[src/rtl/te_round_ctrl_pkg.sv]
// Shared definitions for the tracking-engine round sequencer.
package te_round_ctrl_pkg;

  localparam int unsigned NUM_PHYS  = 4;   // physical correlators per round
  localparam int unsigned NUM_LOGIC = 32;  // logical channels in the enable word

  // State encoding
  localparam logic [2:0] ST_IDLE       = 3'd0;
  localparam logic [2:0] ST_LATCH      = 3'd1;
  localparam logic [2:0] ST_FIND       = 3'd2;
  localparam logic [2:0] ST_WAIT_FIND  = 3'd3;
  localparam logic [2:0] ST_CORR_START = 3'd4;
  localparam logic [2:0] ST_CORR_WAIT  = 3'd5;
  localparam logic [2:0] ST_ROUND_END  = 3'd6;
  localparam logic [2:0] ST_DONE       = 3'd7;

  typedef enum logic [2:0] {
    StIdle      = ST_IDLE,
    StLatch     = ST_LATCH,
    StFind      = ST_FIND,
    StWaitFind  = ST_WAIT_FIND,
    StCorrStart = ST_CORR_START,
    StCorrWait  = ST_CORR_WAIT,
    StRoundEnd  = ST_ROUND_END,
    StDone      = ST_DONE
  } te_state_e;

endpackage

[src/rtl/te_round_ctrl_done_collector.sv]
// Collects per-slot completion for one round and runs the round watchdog.
module te_done_collector
  import te_round_ctrl_pkg::*;
#(
  parameter int unsigned TIMEOUT_CYCLES = 4096,
  parameter int unsigned TIMEOUT_W      = 13
) (
  input  logic                clk_i,
  input  logic                rst_b_i,
  input  logic                clear_i,      // round launch: forget previous round
  input  logic                active_i,     // waiting for correlators
  input  logic [NUM_PHYS-1:0] corr_done_i,
  input  logic [NUM_PHYS-1:0] chan_en_i,
  output logic                all_done_o,
  output logic                timeout_o
);

  localparam logic [TIMEOUT_W-1:0] WdogLast = TIMEOUT_W'(TIMEOUT_CYCLES - 1);

  logic [NUM_PHYS-1:0]  done_acc_q, done_acc_d, hit;
  logic [TIMEOUT_W-1:0] wdog_q, wdog_d;

  // Only slots that were launched this round count as completions
  assign hit = corr_done_i & chan_en_i;

  // Next-state for the accumulator and the watchdog
  always_comb begin
    done_acc_d = done_acc_q;
    wdog_d     = wdog_q;
    if (clear_i) begin
      done_acc_d = '0;
      wdog_d     = '0;
    end else if (active_i) begin
      done_acc_d = done_acc_q | hit;
      if (wdog_q != WdogLast) wdog_d = wdog_q + 1'b1;
    end
  end

  // Accumulator and watchdog registers
  always_ff @(posedge clk_i) begin
    if (!rst_b_i) begin
      done_acc_q <= '0;
      wdog_q     <= '0;
    end else begin
      done_acc_q <= done_acc_d;
      wdog_q     <= wdog_d;
    end
  end

  // Same-cycle completions close the round without waiting a cycle
  assign all_done_o = active_i && ((done_acc_q | hit) == chan_en_i);
  assign timeout_o  = active_i && (wdog_q == WdogLast);

endmodule

[src/rtl/te_round_ctrl.sv]
// Tracking-engine correlation pass sequencer: allocate, launch, collect, repeat.
module te_round_ctrl
  import te_round_ctrl_pkg::*;
#(
  parameter int unsigned TIMEOUT_CYCLES = 4096,
  parameter int unsigned TIMEOUT_W      = 13
) (
  input  logic                 clk_i,
  input  logic                 rst_b_i,
  input  logic                 te_trigger_i,
  input  logic                 te_abort_i,
  input  logic                 clear_status_i,
  output logic                 latch_enable_channel_o,
  output logic                 start_find_o,
  output logic                 te_over_o,
  input  logic                 find_channel_done_i,
  input  logic [NUM_PHYS-1:0]  physical_channel_en_i,
  input  logic [NUM_LOGIC-1:0] channel_remain_i,
  output logic                 corr_start_o,
  output logic [NUM_PHYS-1:0]  corr_channel_en_o,
  input  logic [NUM_PHYS-1:0]  corr_done_i,
  output logic                 te_busy_o,
  output logic                 te_done_o,
  output logic [3:0]           round_count_o,
  output logic                 corr_timeout_o,
  output logic                 trigger_overrun_o
);

  te_state_e           state_q, state_d;
  logic [3:0]          round_count_q, round_count_d;
  logic [NUM_PHYS-1:0] chan_en_q, chan_en_d;
  logic                corr_timeout_q, corr_timeout_d;
  logic                trigger_overrun_q, trigger_overrun_d;
  logic                set_timeout, set_overrun;
  logic                all_done, wdog_expired;
  logic                in_corr;

  te_done_collector #(
    .TIMEOUT_CYCLES (TIMEOUT_CYCLES),
    .TIMEOUT_W      (TIMEOUT_W)
  ) u_collector (
    .clk_i       (clk_i),
    .rst_b_i     (rst_b_i),
    .clear_i     (state_q == StCorrStart),
    .active_i    (state_q == StCorrWait),
    .corr_done_i (corr_done_i),
    .chan_en_i   (chan_en_q),
    .all_done_o  (all_done),
    .timeout_o   (wdog_expired)
  );

  // Next state, round bookkeeping and sticky flags
  always_comb begin
    state_d       = state_q;
    round_count_d = round_count_q;
    chan_en_d     = chan_en_q;
    set_timeout   = 1'b0;
    unique case (state_q)
      StIdle: begin
        if (te_trigger_i) begin
          state_d       = StLatch;
          round_count_d = '0;
        end
      end
      StLatch:    state_d = StFind;
      StFind:     state_d = StWaitFind;
      StWaitFind: begin
        if (find_channel_done_i) begin
          if (physical_channel_en_i == '0) begin
            state_d = StDone;
          end else begin
            chan_en_d = physical_channel_en_i;
            state_d   = StCorrStart;
          end
        end
      end
      StCorrStart: state_d = StCorrWait;
      StCorrWait: begin
        if (all_done) begin
          state_d = StRoundEnd;
        end else if (wdog_expired) begin
          state_d     = StRoundEnd;
          set_timeout = 1'b1;
        end
      end
      StRoundEnd: begin
        if (round_count_q != 4'hF) round_count_d = round_count_q + 4'd1;
        state_d = (channel_remain_i == '0) ? StDone : StFind;
      end
      StDone:  state_d = StIdle;
      default: state_d = StIdle;
    endcase

    // Abort overrides every transition, including a pending capture or timeout
    if (te_abort_i && (state_q != StIdle)) begin
      state_d     = StIdle;
      chan_en_d   = chan_en_q;
      set_timeout = 1'b0;
    end

    set_overrun = te_trigger_i && (state_q != StIdle);

    // A set in the same cycle as a clear wins
    corr_timeout_d    = set_timeout ? 1'b1 : (clear_status_i ? 1'b0 : corr_timeout_q);
    trigger_overrun_d = set_overrun ? 1'b1 : (clear_status_i ? 1'b0 : trigger_overrun_q);
  end

  // FSM and flag registers
  always_ff @(posedge clk_i) begin
    if (!rst_b_i) begin
      state_q           <= StIdle;
      round_count_q     <= '0;
      chan_en_q         <= '0;
      corr_timeout_q    <= 1'b0;
      trigger_overrun_q <= 1'b0;
    end else begin
      state_q           <= state_d;
      round_count_q     <= round_count_d;
      chan_en_q         <= chan_en_d;
      corr_timeout_q    <= corr_timeout_d;
      trigger_overrun_q <= trigger_overrun_d;
    end
  end

  assign in_corr = (state_q == StCorrStart) || (state_q == StCorrWait);

  // Control strobes decoded from the registered state
  always_comb begin
    latch_enable_channel_o = (state_q == StLatch);
    start_find_o           = (state_q == StFind);
    corr_start_o           = (state_q == StCorrStart);
    // Aborting mid-round still closes the round so the allocator drops its enables
    te_over_o              = (state_q == StRoundEnd) || (te_abort_i && in_corr);
    te_done_o              = (state_q == StDone) && !te_abort_i;
    te_busy_o              = (state_q != StIdle);
  end

  assign corr_channel_en_o = chan_en_q;
  assign round_count_o     = round_count_q;
  assign corr_timeout_o    = corr_timeout_q;
  assign trigger_overrun_o = trigger_overrun_q;

endmodule

[config.mk]
export PLATFORM = sky130hd
export DESIGN_NAME = te_round_ctrl
export DESIGN_NICKNAME = d
export VERILOG_FILES = /design/src/rtl/te_round_ctrl_pkg.sv /design/src/rtl/te_round_ctrl_done_collector.sv /design/src/rtl/te_round_ctrl.sv
export SDC_FILE = /design/constraint.sdc
export NUM_CORES = 1
export LEC_CHECK = 0
export ABC_AREA = 1
export ABC_CLOCK_PERIOD_IN_PS = 3800
export BUFFER_PORTS_ARGS = -buffer_cell sky130_fd_sc_hd__buf_4
export CORE_AREA = 2 2 61 91
export DETAILED_ROUTE_END_ITERATION = 16
export DIE_AREA = 0 0 63 93
export PLACE_DENSITY = 0.59
export SETUP_SLACK_MARGIN = 0.4
export SLEW_MARGIN = 20
export SYNTH_ARGS = -nofsm -noshare
export SYNTH_HDL_FRONTEND = slang
export SYNTH_SLANG_ARGS = --single-unit
[constraint.sdc]
create_clock -name clk_i -period 3.8 [get_ports clk_i]
set_clock_uncertainty 0.05 [all_clocks]
set_input_delay 0.76 -clock clk_i [delete_from_list [all_inputs] [get_ports clk_i]]
set_output_delay 0.76 -clock clk_i [all_outputs]
set_load 0.05 [all_outputs]
# Word-level counts from Yosys, hierarchy flattened
# Cells that the tools add are included.
word_totals:
  ff_bits: 30
  input_bits: 46
  out_inout_bits: 16
  elab_cells: 68
op_classes:
  addsub: 2
  n_eq_ne: 15
  muxes: 17
  bitwise_logic: 5
  reduce_logical: 22
op_table:
  columns: ["operator", "count"]
  rows:
  - ["$logic_not A32 Y1", 1]
  - ["$pmux W3 S8", 1]
  - ["$mux W3", 5]
  - ["$add A13 B1 Y13 const B", 1]
  - ["$eq A13 B12 Y1 const B", 1]
  - ["$ne A13 B12 Y1 const B", 1]
  - ["$eq A3 B3 Y1 const B", 4]
  - ["$mux W4", 2]
  - ["$pmux W4 S2", 1]
  - ["$mux W1", 7]
  - ["$eq A3 B2 Y1 const B", 2]
  - ["$logic_and A1 B1 Y1", 6]
  - ["$ne A2 B2 Y1 const B", 3]
  - ["$reduce_and A3 Y1", 2]
  - ["$reduce_bool A2 Y1", 3]
  - ["$add A4 B1 Y4 const B", 1]
  - ["$and A4 B4 Y4", 1]
  - ["$eq A4 B4 Y1", 1]
  - ["$logic_not A4 Y1", 1]
  - ["$ne A4 B4 Y1 const B", 1]
  - ["$or A4 B4 Y4", 1]
  - ["$reduce_and A4 Y1", 1]
  - ["$reduce_or A2 Y1", 2]
  - ["$eq A3 B1 Y1 const B", 1]
  - ["8 further kinds", 11]

# Depth between registers and ports, before layout
# Gate-level depths: netlist (run 1).
depth:
  depth_word: 8
  mapped_depth: 10
  depth_no_buf: 10

# Cells and area by module
# A second synthesis (run 1) with hierarchy kept.
unflattened:
  hier_cells: 275
  hier_area_um2: 1835.5
by_module_without_submodules:
  columns: ["mod", "instances", "cells_each", "area_per_inst_um2", "seq_area_each_um2"]
  rows:
  - ["te_done_collector", 1, 144, 1002.2, 340.3]
  - ["te_round_ctrl", 1, 131, 833.3, 260.2]

# Least setup slack after synthesis (run 1)
# Ideal clock, no wire load.
synth_path:
  path_type: "in2out"
  from: "input port te_abort_i"
  to: "output port te_done_o"
  arrival_time_ns: 1.857
  required_ns: 2.990
  setup_slack_ns: 1.133
  stages: 1
  cell_sequence: "nor3_1"
synth_between:
  elab_chain_cells: 2
synth_rtl:
  columns: ["element", "line", "text"]
  rows:
  - ["start: declaration", "te_round_ctrl.sv:11", "input logic te_abort_i,"]
  - ["$logic_not A1 Y1", "te_round_ctrl.sv:134", "te_done_o = (state_q == StDone) && !te_abort_i;"]
  - ["$logic_and A1 B1 Y1", "te_round_ctrl.sv:134", null]
  - ["end: declaration", "te_round_ctrl.sv:23", "output logic te_done_o,"]
# No other way between the ends.

# Final worst setup path (run 1)
layout_path:
  from: "register state_q[1]"
  to: "output port te_over_o"
layout_between:
  elab_chain_cells: 4
  elab_cells_between_ends: 6
  cone_classes: "eq/ne (3); reduce/logical (3)"
layout_rtl:
  columns: ["element", "line", "text"]
  rows:
  - ["start: declaration", "te_round_ctrl.sv:29", "te_state_e state_q, state_d;"]
  - ["start signal: assignment", "te_round_ctrl.sv:111", "state_q <= StIdle;"]
  - ["start signal: assignment", "te_round_ctrl.sv:117", "state_q <= state_d;"]
  - ["$eq A3 B3 Y1", "te_round_ctrl.sv:125", "assign in_corr = (state_q == StCorrStart) || (state_q == StCorrWait);"]
  - ["$logic_or A1 B1 Y1", "te_round_ctrl.sv:125", null]
  - ["$logic_and A1 B1 Y1", "te_round_ctrl.sv:133", "te_over_o = (state_q == StRoundEnd) || (te_abort_i && in_corr);"]
  - ["$logic_or A1 B1 Y1 (*)", "te_round_ctrl.sv:133", null]
  - ["end: declaration", "te_round_ctrl.sv:15", "output logic te_over_o,"]
# Mark *: on every way between the ends. The rest lies on a longest branch, timed or not.

==> flow_summary.toml, run 1 <==
[outcome]
outcome = "complete, no violations"

[placement]
io_buffers = 61
gp_congestion = 0.8887
place_inst = 406
preCtsSetupSlack_ns = 1.654
dpl.hpwl_um = 3844

[grt]
grt_usage_pct = 17.14
top_usage_layer = "met2"
antenna_found_initial = 0
grt_pass1_wl_um = 7872
grt_use_met2_pct = 34.57
grt_max_degree = 16
grtUsageMet1_pct = 16.11
use_met3_pct = 3.610
grt_pass1_vias = 1822
grt-ovfl-total = 0

[clock_network]
htreeDepth = 2
cts_buffers = 5
cts_tree = "yes"
hold_buffers = 0
clock-root-buffer = "clkbuf_8"
postCtsSetupRepairBufs = 0
cts_buffer_depth = 2
ctsResizeCount = 0
clock_sinks = 30
insertion_delay_ns = 0.28
clkTransAtPathRegs_ns = 0.06

[logic_synthesis]
syn-num-nets = 327
yosysUniqueCellTypes = 25
netlist.area_leader.share_pct = 34.09
synth_edf_count = 0
synth_flop_cell = "dfxtp_1"
synth-seq-cells = 30
ys_top_cells_by_area = "dfxtp_1 34%, nand2_1 16%, nor2_1 12%"
yosysTopAreaCell = "dfxtp_1"
netlist_area_sq_um = 1762
yosysSeqAreaShare_pct = 34.09
syn_area_per_cell_sq_um = 6.314
syn_inst = 279
async_flop_share_pct = 0
yosysWarningCount = 0

[setup_path]
critical_path_class = "flop to primary output"
critPathMaxStageDelay_ns = 0.47
required_ns = 2.99
cp_slowest_cell = "dfxtp_1"
cp-start-kind = "flop"
end_kind = "primary output"
crit_chain = "inv_1, nor3_2, inv_1, nand2_1, buf_4"
crit_buf_inv = 3
cpMostUsedCell = "inv_1"
cp_top_family = "flip-flops"
critPathArrivalTime_ns = 1.63
cp_max_fo = 6
r2r_setup_slack_ns = 1.88

[floorplan]
num_rows = 32
die_w_um = 63
initial_core_util_pct = 34.65
die_h_um = 93
ios = 62
dieArea_sq_um = 5859
core_area_sq_um = 5085

[final_layout]
final_nets = 393
final_cells = 414
fin_util_pct = 46.68
nFillCells = 566
drive_above_1_share_pct = 25.14
syn2layout_area_growth_pct = 34.73
diodes = 0

[sta]
worst_pin_slew_ns = 0.3909
hold_ws_ns = 0.4195
period_minus_slack_ns = 2.440
period_share_pct = 64.22
hold_viol = 0
setup-violations-final = 0
fmaxAchievable_mhz = 409.8
rsz0062_at_grt = "no"
report.final.slew_viol_count = 0
tns_ns = 0
slew_headroom_pct = 73.80
setup_slack_ns = 1.360

[detailed_routing]
wirelength_um = 4577
drtIter0Drc = 65
ant_nets = 0
drt-pass1-iter-count = 4
routedWlPerCell_um = 11.06
vias = 1914
via_per_inst = 4.623
drc = 0

[run]
maxCapViolCount = 0

[pwr]
ir_drop_mv = 0.2454
leakagePower_uw = 0.001007
powerDensity_nw_per_um2 = 429.8

[worst_hold_path]
min_path_type = "flop to flop"
## kinds of logic (layout without fill, tap and decap cells)
family	count (synthesis)	after routing	share of synthesized area, %
adder cells (fa/ha/maj)	2	2	1.420
flip-flops	30	30	34.09
buffers and inverters	40	107	9.375
AND/OR/NAND/NOR	168	168	41.90
AO/OA/AOI/OAI	35	35	11.22
XOR/XNOR	4	4	1.989
## report_power, final
part	internal (uW)	total, uW	switching [uW]
logic	128	398	270
clock network	146	262	116
registers	335	360	25.6
total	608	1020	412
## synthesized netlist by cell type, types with 3 or more instances
| library cell | count |
|---|---|
| inv_2 | 3 |
| a21oi_1 | 20 |
| inv_1 | 34 |
| o21ai_0 | 9 |
| a21oi_2 | 4 |
| nand2_1 | 73 |
| nor3_1 | 5 |
| nand4_1 | 6 |
| nor2_1 | 55 |
| nand3_1 | 16 |
| dfxtp_1 | 30 |
## metrics by stage
stage | area (sq um) | total power [uW]
detailed placement | 2282 | 765.9
floorplan | 1762 | 647.4
global route | 2374 | 1089
finish | 2374 | 1020
CTS | 2374 | 1031
global placement | 2282 | 764.8
## cells in the final DEF, fill, tap and decap left out
master    instances
a21oi_1          20
inv_2             3
clkinv_1          1
nand3_1          16
nor2_1           55
nand4_1           6
or2_1             1
o21ai_0           9
clkbuf_1          1
nor3_2            1
inv_1            34
buf_4            61
nand2_1          73
clkinv_2          1
nor2_4            2
xor2_1            2
ha_1              2
o21ai_2           2
nand3_2           2
a21oi_2           4
clkbuf_8          6
nor2_2            2
nor3_4            1
xnor2_1           2
nand3b_1          2
nor3_1            5
nand2_2           2
dfxtp_1          30
## flip-flops by register name, summed over array words and instances, names as in the netlist
name                    count
state_q                     3
trigger_overrun_o           1
u_collector.done_acc_q      4
u_collector.wdog_q         13
corr_timeout_o              1
corr_channel_en_o           4
round_count_o               4
## worst min-delay path, stage by stage (launching register included)
cell	delay, ns
dfxtp_1	0.31
o21ai_0	0.07
nor2_1	0.04
## per-layer routing
| layer | routed length, um | vias to the layer above |
|---|---|---|
| li1 | - | 1012 |
| met1 | 1623 | 834 |
| met2 | 2608 | 60 |
| met3 | 240 | 8 |
| met4 | 104 | 0 |
| met5 | 0 | - |
## path summary, 6_finish.rpt
kind,start,to,depth (start not counted)
setup / recovery,state_q[1],te_over_o,5
hold / removal,u_collector.wdog_q[12],u_collector.wdog_q[12],2
setup reg to reg,u_collector.wdog_q[0],u_collector.wdog_q[11],9
hold reg to reg,u_collector.wdog_q[12],u_collector.wdog_q[12],2
## area by class of cell
type | instances | area (sq um) | share of cell area (%)
tap | 68 | 85.08 | 3.585
clock buffer | 7 | 86.33 | 3.637
multi-input combinational | 209 | 996.0 | 41.96
timing repair buffer | 61 | 457.9 | 19.29
clock inverter | 1 | 5.005 | 0.2109
inverter | 38 | 142.6 | 6.009
sequential | 30 | 600.6 | 25.30
(Power assumes the default switching activity.)
==> inputs of run 2 (changes only) <==
--- a/config.mk
+++ b/config.mk
@@ -6,12 +6,12 @@
 export NUM_CORES = 1
 export LEC_CHECK = 0
 export ABC_AREA = 1
-export ABC_CLOCK_PERIOD_IN_PS = 3800
+export ABC_CLOCK_PERIOD_IN_PS = 2200
 export BUFFER_PORTS_ARGS = -buffer_cell sky130_fd_sc_hd__buf_4
 export CORE_AREA = 2 2 61 91
 export DETAILED_ROUTE_END_ITERATION = 16
 export DIE_AREA = 0 0 63 93
-export PLACE_DENSITY = 0.59
+export PLACE_DENSITY = 0.61
 export SETUP_SLACK_MARGIN = 0.4
 export SLEW_MARGIN = 20
 export SYNTH_ARGS = -nofsm -noshare
==> constraint.sdc (replaced) <==
create_clock -name clk_i -period 2.2 [get_ports clk_i]
set_clock_uncertainty 0.05 [all_clocks]
set_input_delay 0.44 -clock clk_i [delete_from_list [all_inputs] [get_ports clk_i]]
set_output_delay 0.44 -clock clk_i [all_outputs]
set_load 0.05 [all_outputs]
==> run 2 against run 1 <==
Non-clock buffer count is 7 higher. Combinational power grew 94%. Wire length is 2.7% lower.
==> flow_summary.toml, run 2 (same netlist as run 1, synthesis figures left out) <==
[floorplan]
num_rows = 32
ios = 62
dieArea_sq_um = 5859
die_w_um = 63
die_h_um = 93
initial_core_util_pct = 34.65
core_area_sq_um = 5085

[sta]
setup-violations-final = 0
report.final.slew_viol_count = 0
rsz0062_at_grt = "yes"
tns_ns = 0
period_minus_slack_ns = 1.787
fmaxAchievable_mhz = 559.7
hold_viol = 0
slew_headroom_pct = 75.17
worst_pin_slew_ns = 0.3721
hold_ws_ns = 0.3791
setup_slack_ns = 0.4132
period_share_pct = 81.22

[final_layout]
final_cells = 421
syn2layout_area_growth_pct = 41.76
drive_above_1_share_pct = 30.31
top_register = "u_collector.wdog_q"
most-common-layout-cells = "70 x nand2_1, 66 x buf_4, 55 x nor2_1"
diodes = 0
nFillCells = 554
fin_util_pct = 49.11
layout.cells.most_common = "nand2_1"
final_nets = 400
largest_reg_flops = 13

[clock_network]
hold_buffers = 0
clock_sinks = 30
insertion_delay_ns = 0.28
htreeDepth = 2
cts_buffer_depth = 2
clock-root-buffer = "clkbuf_8"
clkTransAtPathRegs_ns = 0.06
cts_buffers = 5
cts_tree = "yes"

[pwr]
leakagePower_uw = 0.001054
powerDensity_nw_per_um2 = 750.9
ir_drop_mv = 0.3896

[grt]
antenna_found_initial = 0
grt_pass1_wl_um = 7700
grt_pass1_vias = 1838
grt_usage_pct = 16.34
grt-ovfl-total = 0
grt_max_degree = 16

[setup_path]
required_ns = 1.71
critPathArrivalTime_ns = 1.30
cp_top_family = "flip-flops"
cp_max_fo = 3
critPathMaxStageDelay_ns = 0.38
cp_slowest_cell = "dfxtp_4"
crit_chain = "inv_4, nor3_4, inv_2, nand2_2, nand2_2, nand2_2, buf_8"
cp-start-kind = "flop"
crit_buf_inv = 3
critical_path_class = "flop to primary output"
end_kind = "primary output"
cpMostUsedCell = "nand2_2"

[placement]
gp_congestion = 0.7963
preCtsSetupSlack_ns = 0.3967
dpl.hpwl_um = 3601
io_buffers = 61
place_inst = 408

[detailed_routing]
drt-pass1-iter-count = 5
routedWlPerCell_um = 10.58
wirelength_um = 4454
drc = 0
drtIter0Drc = 41
via_per_inst = 4.651
ant_nets = 0
vias = 1958

[outcome]
outcome = "complete, no violations"

[worst_hold_path]
min_path_type = "input pin to flop"

[run]
maxCapViolCount = 0
==> run 2: where the power goes <==
part	internal (uW)	switching (uW)
Clock	252	201
Sequential	591	57.1
Combinational	286	489
==> run 2: metrics by stage <==
step / total power (uW) / instance area (sq um)
global route: 1994 / 2497
global placement: 1336 / 2312
finish: 1875 / 2497
CTS: 1838 / 2434
floorplan: 1129 / 1777
detailed placement: 1341 / 2312
==> run 2: what timing repair did <==
| action | CTS | global route |
|---|---|---|
| pin swaps | 0 | 1 |
| setup buffers | 1 | 4 |
| gates resized for setup | 11 | 9 |
| setup endpoints to repair | 9 | 12 |
==> run 2: worst reg2reg max path: cells and delay by family (launching register included) <==
family | cells | cell delay (ns)
adders and majority gates | 1 | 0.18
buffers and inverters | 1 | 0.04
DFF | 1 | 0.41
and+or+nand+nor | 8 | 0.90
==> run 2: path summary, 6_finish.rpt <==
check                           cells after the start                      to              startpoint  slack, ns
worst max-delay path                                7               te_over_o              state_q[0]       0.41
worst min-delay path                                4          corr_timeout_o          clear_status_i       0.38
worst max register to register                     10              state_q[2]   u_collector.wdog_q[0]       0.50
worst min register to register                      2  u_collector.wdog_q[12]  u_collector.wdog_q[12]       0.40
==> run 2: cell type report <==
type                            count  area (sq um)  area share, %
Clock buffer                        7         86.33          3.457
Clock inverter                      1         5.005         0.2004
Inverter                           38         145.1          5.812
Multi-Input combinational cell    209          1041          41.68
Sequential cell                    30         613.1          24.55
Tap cell                           68         85.08          3.407
Timing Repair Buffer               68         521.8          20.89
==> run 2: per-layer routing <==
| layer | global-route usage (%) | share of wire [%] |
|---|---|---|
| met1 | 16.43 | 39 |
| met2 | 32.00 | 54 |
| met3 | 3.008 | 4.5 |
| met4 | 7.037 | 2.5 |
| met5 | 0 | 0 |
